[config.mk]
export PLATFORM = sky130hd
export DESIGN_NAME = uart_frame_decoder
export DESIGN_NICKNAME = d
export VERILOG_FILES = /design/src/rtl/uart_frame_pkg.sv /design/src/rtl/uart_frame_buffer.sv /design/src/rtl/uart_frame_decoder.sv
export SDC_FILE = /design/constraint.sdc
export NUM_CORES = 1
export LEC_CHECK = 0
export CORE_MARGIN = 2
export CORE_UTILIZATION = 60
export DETAILED_ROUTE_END_ITERATION = 6
export GPL_TIMING_DRIVEN = 0
export PLACE_DENSITY = 0.87
export SETUP_SLACK_MARGIN = 0.1
export SLEW_MARGIN = 20
export SYNTH_ARGS = -nofsm -noshare
export SYNTH_HDL_FRONTEND = slang
export SYNTH_SLANG_ARGS = --single-unit
[constraint.sdc]
create_clock -name clk -period 3.25 [get_ports clk]
set_clock_uncertainty 0.15 [all_clocks]
set_input_delay 0.4875 -clock clk [delete_from_list [all_inputs] [get_ports clk]]
set_output_delay 0.4875 -clock clk [all_outputs]
set_load 0.1 [all_outputs]
[src/rtl/uart_frame_pkg.sv]
// rtl/uart_frame_pkg.sv - shared constants and state type for the UART frame decoder
package uart_frame_pkg;

    localparam logic [7:0] SYNC_BYTE = 8'hA5;

    typedef enum logic [2:0] {
        HUNT    = 3'd0,
        LEN     = 3'd1,
        PAYLOAD = 3'd2,
        CHK     = 3'd3,
        DRAIN   = 3'd4
    } state_t;

endpackage

[src/rtl/uart_frame_buffer.sv]
// rtl/uart_frame_buffer.sv - payload byte store, synchronous write, combinational read
module uart_frame_buffer #(
    parameter int DEPTH = 16,
    parameter int AW    = 4
) (
    input  logic          clk,
    input  logic          we,
    input  logic [AW-1:0] waddr,
    input  logic [7:0]    wdata,
    input  logic [AW-1:0] raddr,
    output logic [7:0]    rdata
);

    logic [7:0] mem [DEPTH];

    always_ff @(posedge clk) begin
        if (we) begin
            mem[waddr] <= wdata;
        end
    end

    assign rdata = mem[raddr];

endmodule

[src/rtl/uart_frame_decoder.sv]
// rtl/uart_frame_decoder.sv - sync hunt, length/checksum validation and buffered release of UART frames
module uart_frame_decoder
    import uart_frame_pkg::*;
#(
    parameter int MAX_LEN        = 16,
    parameter int TIMEOUT_CYCLES = 120000
) (
    input  logic        clk,
    input  logic        rst,
    input  logic        clear,
    input  logic [7:0]  rx_data,
    input  logic        rx_valid,
    output logic [7:0]  out_data,
    output logic        out_valid,
    input  logic        out_ready,
    output logic        out_last,
    output logic [7:0]  out_len,
    output logic        err_len,
    output logic        err_chk,
    output logic        err_timeout,
    output logic        err_overrun,
    output logic [15:0] frame_count
);

    localparam int PW = $clog2(MAX_LEN) + 1;
    localparam int AW = (MAX_LEN > 1) ? $clog2(MAX_LEN) : 1;
    localparam int TW = $clog2(TIMEOUT_CYCLES);
    localparam logic [TW-1:0] TMO_LAST  = TW'(TIMEOUT_CYCLES - 1);
    localparam logic [7:0]    MAX_LEN_B = 8'(MAX_LEN);

    state_t        state_q, state_d;
    logic          rx_valid_q;
    logic [7:0]    len_q, len_d, chk_q, chk_d;
    logic [PW-1:0] wr_ptr_q, wr_ptr_d, rd_ptr_q, rd_ptr_d;
    logic [TW-1:0] tmo_q, tmo_d;
    logic [7:0]    out_data_q, out_data_d, out_len_q, out_len_d;
    logic          out_valid_q, out_valid_d, out_last_q, out_last_d;
    logic          err_len_q, err_len_d, err_chk_q, err_chk_d;
    logic          err_timeout_q, err_timeout_d, err_overrun_q, err_overrun_d;
    logic [15:0]   frame_count_q, frame_count_d;

    logic          byte_ev, buf_we;
    logic [PW-1:0] last_idx, rd_inc;
    logic [AW-1:0] buf_raddr;
    logic [7:0]    buf_rdata;

    assign byte_ev   = rx_valid & ~rx_valid_q;
    assign last_idx  = PW'(len_q) - PW'(1);
    assign rd_inc    = rd_ptr_q + PW'(1);
    // Read address looks one byte ahead so out_data can be registered on the handshake.
    assign buf_raddr = (state_q == DRAIN) ? rd_inc[AW-1:0] : '0;

    uart_frame_buffer #(
        .DEPTH (MAX_LEN),
        .AW    (AW)
    ) u_buffer (
        .clk   (clk),
        .we    (buf_we),
        .waddr (wr_ptr_q[AW-1:0]),
        .wdata (rx_data),
        .raddr (buf_raddr),
        .rdata (buf_rdata)
    );

    always_comb begin
        state_d       = state_q;
        len_d         = len_q;
        chk_d         = chk_q;
        wr_ptr_d      = wr_ptr_q;
        rd_ptr_d      = rd_ptr_q;
        tmo_d         = tmo_q;
        out_data_d    = out_data_q;
        out_valid_d   = out_valid_q;
        out_last_d    = out_last_q;
        out_len_d     = out_len_q;
        frame_count_d = frame_count_q;
        err_len_d     = 1'b0;
        err_chk_d     = 1'b0;
        err_timeout_d = 1'b0;
        err_overrun_d = 1'b0;
        buf_we        = 1'b0;
        if (clear) begin
            state_d     = HUNT;
            wr_ptr_d    = '0;
            rd_ptr_d    = '0;
            tmo_d       = '0;
            out_valid_d = 1'b0;
            out_last_d  = 1'b0;
            out_data_d  = '0;
            out_len_d   = '0;
        end else begin
            case (state_q)
                HUNT: begin
                    tmo_d = '0;
                    if (byte_ev && rx_data == SYNC_BYTE) state_d = LEN;
                end
                LEN, PAYLOAD, CHK: begin
                    if (byte_ev) begin
                        tmo_d = '0;
                        if (state_q == LEN) begin
                            if (rx_data != 8'd0 && rx_data <= MAX_LEN_B) begin
                                len_d    = rx_data;
                                chk_d    = rx_data;
                                wr_ptr_d = '0;
                                state_d  = PAYLOAD;
                            end else begin
                                err_len_d = 1'b1;
                                state_d   = HUNT;
                            end
                        end else if (state_q == PAYLOAD) begin
                            buf_we   = 1'b1;
                            chk_d    = chk_q ^ rx_data;
                            wr_ptr_d = wr_ptr_q + PW'(1);
                            if (wr_ptr_q == last_idx) state_d = CHK;
                        end else if (rx_data == chk_q) begin
                            state_d       = DRAIN;
                            frame_count_d = frame_count_q + 16'd1;
                            rd_ptr_d      = '0;
                            out_valid_d   = 1'b1;
                            out_data_d    = buf_rdata;
                            out_last_d    = (len_q == 8'd1);
                            out_len_d     = len_q;
                        end else begin
                            err_chk_d = 1'b1;
                            state_d   = HUNT;
                        end
                    end else if (tmo_q == TMO_LAST) begin
                        err_timeout_d = 1'b1;
                        state_d       = HUNT;
                        tmo_d         = '0;
                    end else begin
                        tmo_d = tmo_q + TW'(1);
                    end
                end
                DRAIN: begin
                    tmo_d = '0;
                    if (byte_ev) err_overrun_d = 1'b1;
                    if (out_ready) begin
                        if (rd_ptr_q == last_idx) begin
                            state_d     = HUNT;
                            out_valid_d = 1'b0;
                            out_last_d  = 1'b0;
                        end else begin
                            rd_ptr_d   = rd_inc;
                            out_data_d = buf_rdata;
                            out_last_d = (rd_inc == last_idx);
                        end
                    end
                end
                default: state_d = HUNT;
            endcase
        end
    end

    always_ff @(posedge clk or posedge rst) begin
        if (rst) begin
            state_q       <= HUNT;
            rx_valid_q    <= 1'b0;
            len_q         <= '0;
            chk_q         <= '0;
            wr_ptr_q      <= '0;
            rd_ptr_q      <= '0;
            tmo_q         <= '0;
            out_data_q    <= '0;
            out_valid_q   <= 1'b0;
            out_last_q    <= 1'b0;
            out_len_q     <= '0;
            err_len_q     <= 1'b0;
            err_chk_q     <= 1'b0;
            err_timeout_q <= 1'b0;
            err_overrun_q <= 1'b0;
            frame_count_q <= '0;
        end else begin
            state_q       <= state_d;
            rx_valid_q    <= rx_valid;
            len_q         <= len_d;
            chk_q         <= chk_d;
            wr_ptr_q      <= wr_ptr_d;
            rd_ptr_q      <= rd_ptr_d;
            tmo_q         <= tmo_d;
            out_data_q    <= out_data_d;
            out_valid_q   <= out_valid_d;
            out_last_q    <= out_last_d;
            out_len_q     <= out_len_d;
            err_len_q     <= err_len_d;
            err_chk_q     <= err_chk_d;
            err_timeout_q <= err_timeout_d;
            err_overrun_q <= err_overrun_d;
            frame_count_q <= frame_count_d;
        end
    end

    assign out_data    = out_data_q;
    assign out_valid   = out_valid_q;
    assign out_last    = out_last_q;
    assign out_len     = out_len_q;
    assign err_len     = err_len_q;
    assign err_chk     = err_chk_q;
    assign err_timeout = err_timeout_q;
    assign err_overrun = err_overrun_q;
    assign frame_count = frame_count_q;

endmodule

==> run metrics <==
placed cell areas between 10000 and 15000 um^2; EDFF count, synth 128; Hold WS a little over 0.2 ns; H-tree levels 1; status finished clean; post-CTS setup buffer count 0; leakage 4.122 nW; total CTS buffers 23; most frequent cells in the layout 128 x edfxtp_1, 85 x dfrtp_1, 55 x nor2_1; critical path class in -> reg; Design Area, Final between 10000 and 15000 um^2; drt total wl roughly 23000 um; Final Hold Fails 0; area grow syn2layout 17.49%; clock power share between 30 and 40%; CTS tree done; first-pass GRT wire length approximately 35000 um; Crit path arrival time around 3.1 ns; post-synth top area cell edfxtp_1; synth top area cells edfxtp_1 40%, dfrtp_1 22%, xnor2_1 4.5%, mux2_2 2.9%, nor2_1 2.4%; core area between 15000 and 20000 um^2; max_cap viols 0; pin count of the biggest net entering global routing 48; IO buf count 50; switch share a little under a third; ys async rst share about two fifths; NumNets Final about 800; First-pass DRT Iterations 5; Rel. slew slack roughly a third; sequential cell area fraction in the yosys report between 60% and 70%; M1 GR Usage 35.60%; met2 usage a little under half; pre-CTS setup slack -1.083 ns; Sw Pwr 2.253 mW; layout cell share with drive strength beyond 1 between 10% and 20%; clk_lat worst skew 0.53 ns; final setup violating endpoints 0; initial core utilization approximately three fifths; Comb power frac a little over a fifth; GRT Residual Overflow 0; fin. max-slew vios 0; syn_area_per_cell around 13 um^2; worst-margin pin slew 1.007 ns; initial DRC count ~670; flops & latches, synth approximately 210; Post-DRT Antenna Nets 0; die area approximately 17000 um^2; RePlAce Congestion approximately 0.95; share of the synthesized area in the top cell type approximately 40%; predominant post-synthesis flop cell edfxtp_1; drt drc 0; met3 Resource Use GR 4.633%; post-layout minimum cycle time slightly above 3 ns; PwrDens around 650 nW/um^2; CP Launch Type input port; detailed placement HPWL 14690 um; Final Util 71.40%; Peak VDD IR between 0.7 and 0.8 mV; Critical Path End Type flop; GRT Overall Usage between 20% and 30%; vias 6698; Reg clk slew, reported paths about 0.060 ns; WL per Instance 22.35 um; post-synth cell types between 60 and 70; post-synthesis net count 745; Crit Path Max Fanout 10; die height about 130 um; Worst Path Required roughly 3.3 ns; non-filler cells, final about 1000; Post-Place Cells 990; clk buf depth 3; ratio of final minimum period to clock period between 90% and 100%; initial antenna violation count 2; Cells after Synth ~720; Die W ~130 um; Ys Warns 0; Peak Freq roughly 320 MHz; Root Driver clkbuf_16; Seq pwr share approximately 40%; RSZ-0062 raised after global routing yes; CTS sink count around 210; Vias/cell 6.484; Most Used Layer, Global Route met2; vias in the first global route between 6000 and 7000; commonest non-fill, non-tap cell in the layout edfxtp_1; Int Pwr approximately 5.1 mW; setup slack after layout approximately 0.15 ns; mapped cell area between 9000 and 10000 um^2; Std-Cell Rows between 40 and 50; I/O pin total about 50; Hold Path Class in -> async
[critical path: stages]
cell and delay [ns]:
clkdlybuf4s50_1 0.51, nor2b_1 0.14, clkbuf_1 0.37, and3_1 0.32, clkbuf_1 0.46, nand2_1 0.34
nor2_2 0.49
[final timing paths]
| kind | start | to | slack (ns) | cells after the start |
|---|---|---|---|---|
| max | rx_valid | u_buffer.mem[10][3] | 0.15 | 7 |
| min in group clk | rx_valid | rx_valid_q | 0.34 | 1 |
| min | rst | frame_count[1] | 0.21 | 2 |
| max reg2reg | rd_ptr_q[0] | out_data[2] | 0.15 | 7 |
| max in group asynchronous | rst | tmo_q[2] | 2.14 | 3 |
| min reg2reg | frame_count[11] | frame_count[11] | 0.34 | 1 |
[power by group through the flow]
stage	clock, mW	combinational [mW]	sequential [mW]
floorplan	0	0.783	3.35
global placement	0	1.48	3.06
detailed placement	0	1.52	3.06
CTS	2.77	1.53	3.01
global route	2.88	1.65	3.02
finish	2.76	1.57	3.01
[metal layers]
metal	vias to the layer above	wire length, um
met5	-	8
met4	2	998
met3	84	1859
met2	393	11220
met1	3306	8995
li1	2913	-
[cells by family after synthesis]
kind of cell / count (synthesis) / share of synthesized area, %
buffers and inverters: 55 / 2.647
DFF: 213 / 62.53
muxes: 45 / 6.171
AOI/OAI and AO/OA: 128 / 10.34
adders and majority gates: 9 / 1.179
and+or+nand+nor: 213 / 11.64
xor gates and xnor gates: 60 / 5.503
[final cells by class]
class	count	area, um^2
clock buffer	29	648.1
buffer	41	200.2
timing repair buffer	51	525.5
multi-input combinational	455	3392
clock inverter	13	155.1
tap	216	270.3
sequential	213	5971
fill	994	4493
antenna	1	2.502
inverter	14	55.05
[flip-flops by register name, indices dropped and copies added, names as in the netlist]
| register | flops |
|---|---|
| out_last | 1 |
| err_timeout | 1 |
| err_overrun | 1 |
| out_valid | 1 |
| tmo_q | 17 |
| rx_valid_q | 1 |
| rd_ptr_q | 5 |
| len_q | 8 |
| wr_ptr_q | 5 |
| out_data | 8 |
| err_chk | 1 |
| state_q | 3 |
| u_buffer.mem | 128 |
| out_len | 8 |
| frame_count | 16 |
| err_len | 1 |
| chk_q | 8 |
[per-stage QoR]
| step | power, mW | setup TNS, ns |
|---|---|---|
| floorplan | 4.137 | 0 |
| global placement | 4.534 | -103.47 |
| detailed placement | 4.578 | -55.03 |
| CTS | 7.316 | 0 |
| global route | 7.544 | 0 |
| finish | 7.337 | 0 |
[timing repair]
item	CTS	global route
gates resized for setup	13	7
hold buffers	0	0
setup endpoints to repair	57	75
[Yosys cell counts, types with 5 or more instances]
cell type / n
inv_1: 14
buf_2: 13
and3_1: 12
edfxtp_1: 128
and2_1: 6
a22o_1: 9
nand4_1: 16
nor2_1: 61
clkbuf_1: 22
xor2_1: 11
a221oi_1: 26
dfrtp_1: 85
mux2_2: 25
ha_1: 9
a211oi_1: 8
or3_1: 9
a21oi_1: 19
a311oi_1: 7
o21ai_0: 14
nor2b_1: 5
or2_2: 7
nor3b_1: 5
a32o_1: 9
nand3_1: 27
nand2_1: 28
xnor2_1: 49
nor3_1: 15
o22ai_1: 9
mux4_2: 6
mux2i_1: 12
(Power assumes the default switching activity.)
